[config.mk]
export PLATFORM = sky130hd
export DESIGN_NAME = recorder_controller
export DESIGN_NICKNAME = d
export VERILOG_FILES = /design/src/rtl/recorder_pkg.sv /design/src/rtl/recorder_controller_edge.sv /design/src/rtl/recorder_controller.sv
export SDC_FILE = /design/constraint.sdc
export NUM_CORES = 1
export LEC_CHECK = 0
export ABC_AREA = 1
export CORE_MARGIN = 2
export CORE_UTILIZATION = 30
export CTS_BUF_LIST = sky130_fd_sc_hd__clkbuf_2
export DETAILED_ROUTE_END_ITERATION = 10
export SLEW_MARGIN = 20
export SYNTH_ARGS = -nofsm -noshare
export SYNTH_HDL_FRONTEND = slang
export SYNTH_SLANG_ARGS = --single-unit
[constraint.sdc]
create_clock -name clock_i -period 5.86 [get_ports clock_i]
set_input_delay 0.879 -clock clock_i [delete_from_list [all_inputs] [get_ports clock_i]]
set_output_delay 0.879 -clock clock_i [all_outputs]
set_load 0.01 [all_outputs]
[src/rtl/recorder_pkg.sv]
// Shared constants for the recorder controller: FSM state encoding and
// default geometry of the clip memory.
package recorder_pkg;

  localparam int DEF_CLIP_AW  = 13;
  localparam int DEF_SAMPLE_W = 12;

  localparam logic [1:0] ST_IDLE = 2'd0;
  localparam logic [1:0] ST_REC  = 2'd1;
  localparam logic [1:0] ST_PLAY = 2'd2;

endpackage

[src/rtl/recorder_controller_edge.sv]
// Rising-edge detector for a synchronized button level. The first clock after
// reset only captures the level, so a button held through reset never fires.
module edge_detect (
  input  logic clock_i,
  input  logic reset,
  input  logic level,
  output logic rise
);

  logic prev;
  logic armed;

  always_ff @(posedge clock_i or posedge reset) begin
    if (reset) begin
      prev  <= 1'b0;
      armed <= 1'b0;
    end else begin
      prev  <= level;
      armed <= 1'b1;
    end
  end

  assign rise = armed & level & ~prev;

endmodule

[src/rtl/recorder_controller.sv]
// Two-clip audio recorder controller: records mic samples into a clip region
// of memory on each sample tick and plays them back up to the stored length.
module recorder_controller
  import recorder_pkg::*;
#(
  parameter int CLIP_AW  = DEF_CLIP_AW,
  parameter int SAMPLE_W = DEF_SAMPLE_W
) (
  input  logic                clock_i,
  input  logic                Reset,
  input  logic                Record,
  input  logic                Play,
  input  logic                Clip_no_r,
  input  logic                Clip_no_p,
  input  logic                sample_tick,
  input  logic [SAMPLE_W-1:0] mic_sample,
  output logic [CLIP_AW:0]    mem_addr,
  output logic                mem_we,
  output logic [SAMPLE_W-1:0] mem_wdata,
  output logic                mem_re,
  output logic                recording,
  output logic                playing,
  output logic                done
);

  localparam int               CLIP_LEN = 2 ** CLIP_AW;
  localparam logic [CLIP_AW:0] LEN_FULL = CLIP_LEN[CLIP_AW:0];
  localparam logic [CLIP_AW-1:0] OFF_LAST = '1;

  logic [1:0]         state;
  logic               clip;
  logic [CLIP_AW-1:0] offset;
  logic [CLIP_AW:0]   len0;
  logic [CLIP_AW:0]   len1;
  logic               rec_rise;
  logic               play_rise;
  logic [CLIP_AW:0]   sel_len;
  logic               play_last;

  edge_detect u_rec_edge (
    .clock_i (clock_i),
    .reset   (Reset),
    .level   (Record),
    .rise    (rec_rise)
  );

  edge_detect u_play_edge (
    .clock_i (clock_i),
    .reset   (Reset),
    .level   (Play),
    .rise    (play_rise)
  );

  assign sel_len   = clip ? len1 : len0;
  assign play_last = ({1'b0, offset} == (sel_len - 1'b1));

  // Strobes default low each cycle; only the active state raises them.
  always_ff @(posedge clock_i or posedge Reset) begin
    if (Reset) begin
      state     <= ST_IDLE;
      clip      <= 1'b0;
      offset    <= '0;
      len0      <= '0;
      len1      <= '0;
      mem_addr  <= '0;
      mem_we    <= 1'b0;
      mem_wdata <= '0;
      mem_re    <= 1'b0;
      recording <= 1'b0;
      playing   <= 1'b0;
      done      <= 1'b0;
    end else begin
      mem_we <= 1'b0;
      mem_re <= 1'b0;
      done   <= 1'b0;
      case (state)
        ST_IDLE: begin
          if (rec_rise) begin
            clip      <= Clip_no_r;
            offset    <= '0;
            state     <= ST_REC;
            recording <= 1'b1;
          end else if (play_rise) begin
            clip    <= Clip_no_p;
            offset  <= '0;
            state   <= ST_PLAY;
            playing <= 1'b1;
          end
        end
        ST_REC: begin
          if (!Record) begin
            state     <= ST_IDLE;
            recording <= 1'b0;
            done      <= 1'b1;
            if (clip) len1 <= {1'b0, offset};
            else      len0 <= {1'b0, offset};
          end else if (sample_tick) begin
            mem_we    <= 1'b1;
            mem_addr  <= {clip, offset};
            mem_wdata <= mic_sample;
            offset    <= offset + 1'b1;
            // Clip full: the last slot is being written right now.
            if (offset == OFF_LAST) begin
              state     <= ST_IDLE;
              recording <= 1'b0;
              done      <= 1'b1;
              if (clip) len1 <= LEN_FULL;
              else      len0 <= LEN_FULL;
            end
          end
        end
        ST_PLAY: begin
          if (sel_len == '0) begin
            state   <= ST_IDLE;
            playing <= 1'b0;
            done    <= 1'b1;
          end else if (sample_tick) begin
            mem_re   <= 1'b1;
            mem_addr <= {clip, offset};
            offset   <= offset + 1'b1;
            if (play_last) begin
              state   <= ST_IDLE;
              playing <= 1'b0;
              done    <= 1'b1;
            end
          end
        end
        default: state <= ST_IDLE;
      endcase
    end
  end

endmodule

==> results.py <==
metrics = {
    "drt": {
        "vias": 3832,
        "finalWirelength_um": 10200,
        "wl_per_cell_um": 12.4,
        "first_pass_iters": 5,
        "vias_per_cell": 4.68,
        "drc_errors": 0,
        "antenna_left": 0,
        "drt-initial-drc-count": 220,
    },
    "timing": {
        "final-setup-viol-count": 0,
        "maxSlewViolCount": 0,
        "hold_ws_ns": 0.502,
        "hold_viol_final": 0,
        "finalCriticalPeriod_ns": 3.15,
        "rsz0062_at_grt": "false",
        "timing.final.crit_share": 0.537,
        "slew_headroom": 0.371,
        "tns_ns": 0,
        "tightest_slew_ns": 0.944,
        "fin_skew_ns": 0.0138,
        "fmax_ghz": 0.318,
    },
    "synthesis": {
        "yosysWarnings": 0,
        "synthesis.area_sq_um": 4360,
        "synth_edf_count": 0,
        "syn-instance-count": 582,
        "ys_types": 38,
        "synth_seq_cells": 78,
        "synth-async-reset-ratio": 1.00,
        "avgSynthCellArea_sq_um": 7.49,
        "synth.most_common_cell": "nand2_1",
        "yosys-top-cells-count": "nand2_1, dfrtp_1, inv_1",
        "yosysTopAreaCellShare": 0.448,
        "yosys.area.top_type": "dfrtp_1",
        "synth-seq-area-share": 0.448,
        "synth_nets": 606,
        "synth_flop_cell": "dfrtp_1",
        "synth.area.top_cells": "dfrtp_1, nand2_1, inv_1, o21ai_1, nand3_1",
    },
    "floorplanning": {
        "floorplan.rows": 44,
        "core-area_sq_um": 14400,
        "die_area_sq_um": 15500,
        "initial_utilization": 0.303,
        "fp.dieW_um": 125,
        "fp.dieH_um": 125,
        "io_pins": 50,
    },
    "clocking": {
        "cts_resized": 0,
        "ctsHoldBuffers": 0,
        "h-tree-depth": 3,
        "cts_setup_buffers": 0,
        "cts.sink_count": 78,
        "numCtsBuffers": 9,
        "cts_buffer_depth": 2,
        "cts_root_buf": "clkbuf_2",
        "cts.clk_slew.worst_paths_ns": 0.21,
        "clk_latency_ns": 0.56,
        "cts_tree": "built",
    },
    "run_status": {
        "status": "completed",
    },
    "global_route": {
        "grt_max_degree": 45,
        "first_global_vias": 3777,
        "grt.overflow.total": 0,
        "antenna_found_initial": 0,
        "grt_usage": 0.139,
        "grt_pass1_wl_um": 17700,
    },
    "layout": {
        "nFillCells": 1496,
        "layout-drive-gt1-share": 0.0883,
        "finalInstanceArea_sq_um": 5130,
        "syn2layout_area_growth_pct": 17.6,
        "num_antenna_cells": 0,
        "nets": 653,
    },
    "min_path": {
        "hp-class": "reg2reg",
    },
    "critical_path": {
        "setup.worst_path.end_class": "flip-flop",
        "cp_data_required_time_ns": 6.33,
        "worstPathCellList": "inv_2, nand2_1, nand2_1, ha_1, nand3_2, nor2_4, inv_2, nor2_2, nand4_4, nor2_2, nor2_2, inv_2, nor2_1, nor2_1",
        "critPathSlowestCell": "dfrtp_1",
        "crit_path_start_kind": "flip-flop",
        "arrival_ns": 3.61,
        "critical_path.max_fanout": 18,
        "cpPeakStageDelay_ns": 0.75,
        "setup.worst_path.class": "reg2reg",
    },
    "power_and_ir_drop": {
        "power.density_nw_per_um2": 459,
        "total_power_w": 0.00235,
        "ir_drop_mv": 0.252,
        "leakage_nw": 2.42,
    },
    "place": {
        "placed_cell_area_sq_um": 4990,
        "io_buffer_count": 49,
        "dpl.hpwl_um": 7730,
        "gp_congestion": 0.870,
    },
    "job": {
        "maxCapViolations": 0,
    },
}
## flip-flops by register name, indices dropped and copies added (netlist names)
signal	count
u_play_edge.armed	1
playing	1
mem_we	1
u_rec_edge.prev	1
state	2
done	1
clip	1
offset	13
mem_addr	14
recording	1
mem_wdata	12
u_play_edge.prev	1
mem_re	1
len0	14
len1	14
## cells by family after synthesis
family	count (synthesis)	synth area share
other	1	0.000860
xor gates and xnor gates	11	0.0221
buffers and inverters	89	0.0884
adders and majority gates	5	0.0143
AOI/OAI and AO/OA	78	0.0993
and+or+nand+nor	320	0.327
DFF	78	0.448
## report_power, final
part           internal (W)  leakage (nW)  total (W)  switching, W
registers          0.000666          1.05   0.000774      0.000108
clock network      0.000138        0.0753   0.000335      0.000197
logic              0.000459          1.30    0.00124      0.000785
## cell usage in the layout (no fill, tap or decap), types with 4 or more instances in the layout
cell type / instances
a21oi_1: 8
clkbuf_2: 9
clkdlybuf4s50_1: 49
dfrtp_1: 78
nand2_2: 10
nand4_1: 8
o21ai_1: 44
inv_1: 65
o21ai_0: 14
nand2_1: 219
ha_1: 5
inv_2: 8
xor2_1: 11
nor2_1: 31
nor3_1: 4
nand3_1: 27
nor2_2: 5
nor2_4: 5
## final timing paths
| check | cells past startpoint | slack, ns | from | end |
|---|---|---|---|---|
| worst min register to register | 2 | 0.50 | mem_wdata[3] | mem_wdata[3] |
| max in group asynchronous | 3 | 4.04 | Reset | offset[8] |
| min in group asynchronous | 2 | 0.81 | Reset | len0[12] |
| worst max register to register | 14 | 2.71 | clip | offset[6] |
| worst min-delay path | 2 | 0.50 | mem_wdata[3] | mem_wdata[3] |
| worst max-delay path | 14 | 2.71 | clip | offset[6] |
## stage by stage
stage | setup slack (ns) | cells | util
final | 2.71 | 818 | 0.357
after global routing | 2.33 | 818 | 0.357
after CTS | 2.70 | 818 | 0.357
after floorplan | 2.99 | 582 | -
after detailed placement | 2.71 | 802 | 0.347
after global placement | 2.78 | 802 | 0.347
## final cells by class
cell class                 instances  area, sq um  area share
inverter                          73          274      0.0535
timing repair buffer              52          513       0.100
multi-input combinational        415         2020       0.395
tap                              184          230      0.0449
clock buffer                       9         45.0     0.00879
clock inverter                     7         88.8      0.0173
sequential                        78         1950       0.381
## worst max-delay path, delay by kind of cell, from the launching register on
family,cells,cell delay (ns)
and+or+nand+nor,10,1.47
adders and majority gates,1,0.23
DFF,1,0.75
buffers and inverters,3,0.56
## per-layer routing
metal	wire [um]	GRT usage	vias to the layer above
met5	0	0	-
met4	274	0.0568	0
met3	519	0.0382	22
met2	4710	0.226	91
met1	4670	0.176	1798
li1	-	-	1921
No activity file was read; power rests on OpenSTA's default activity.
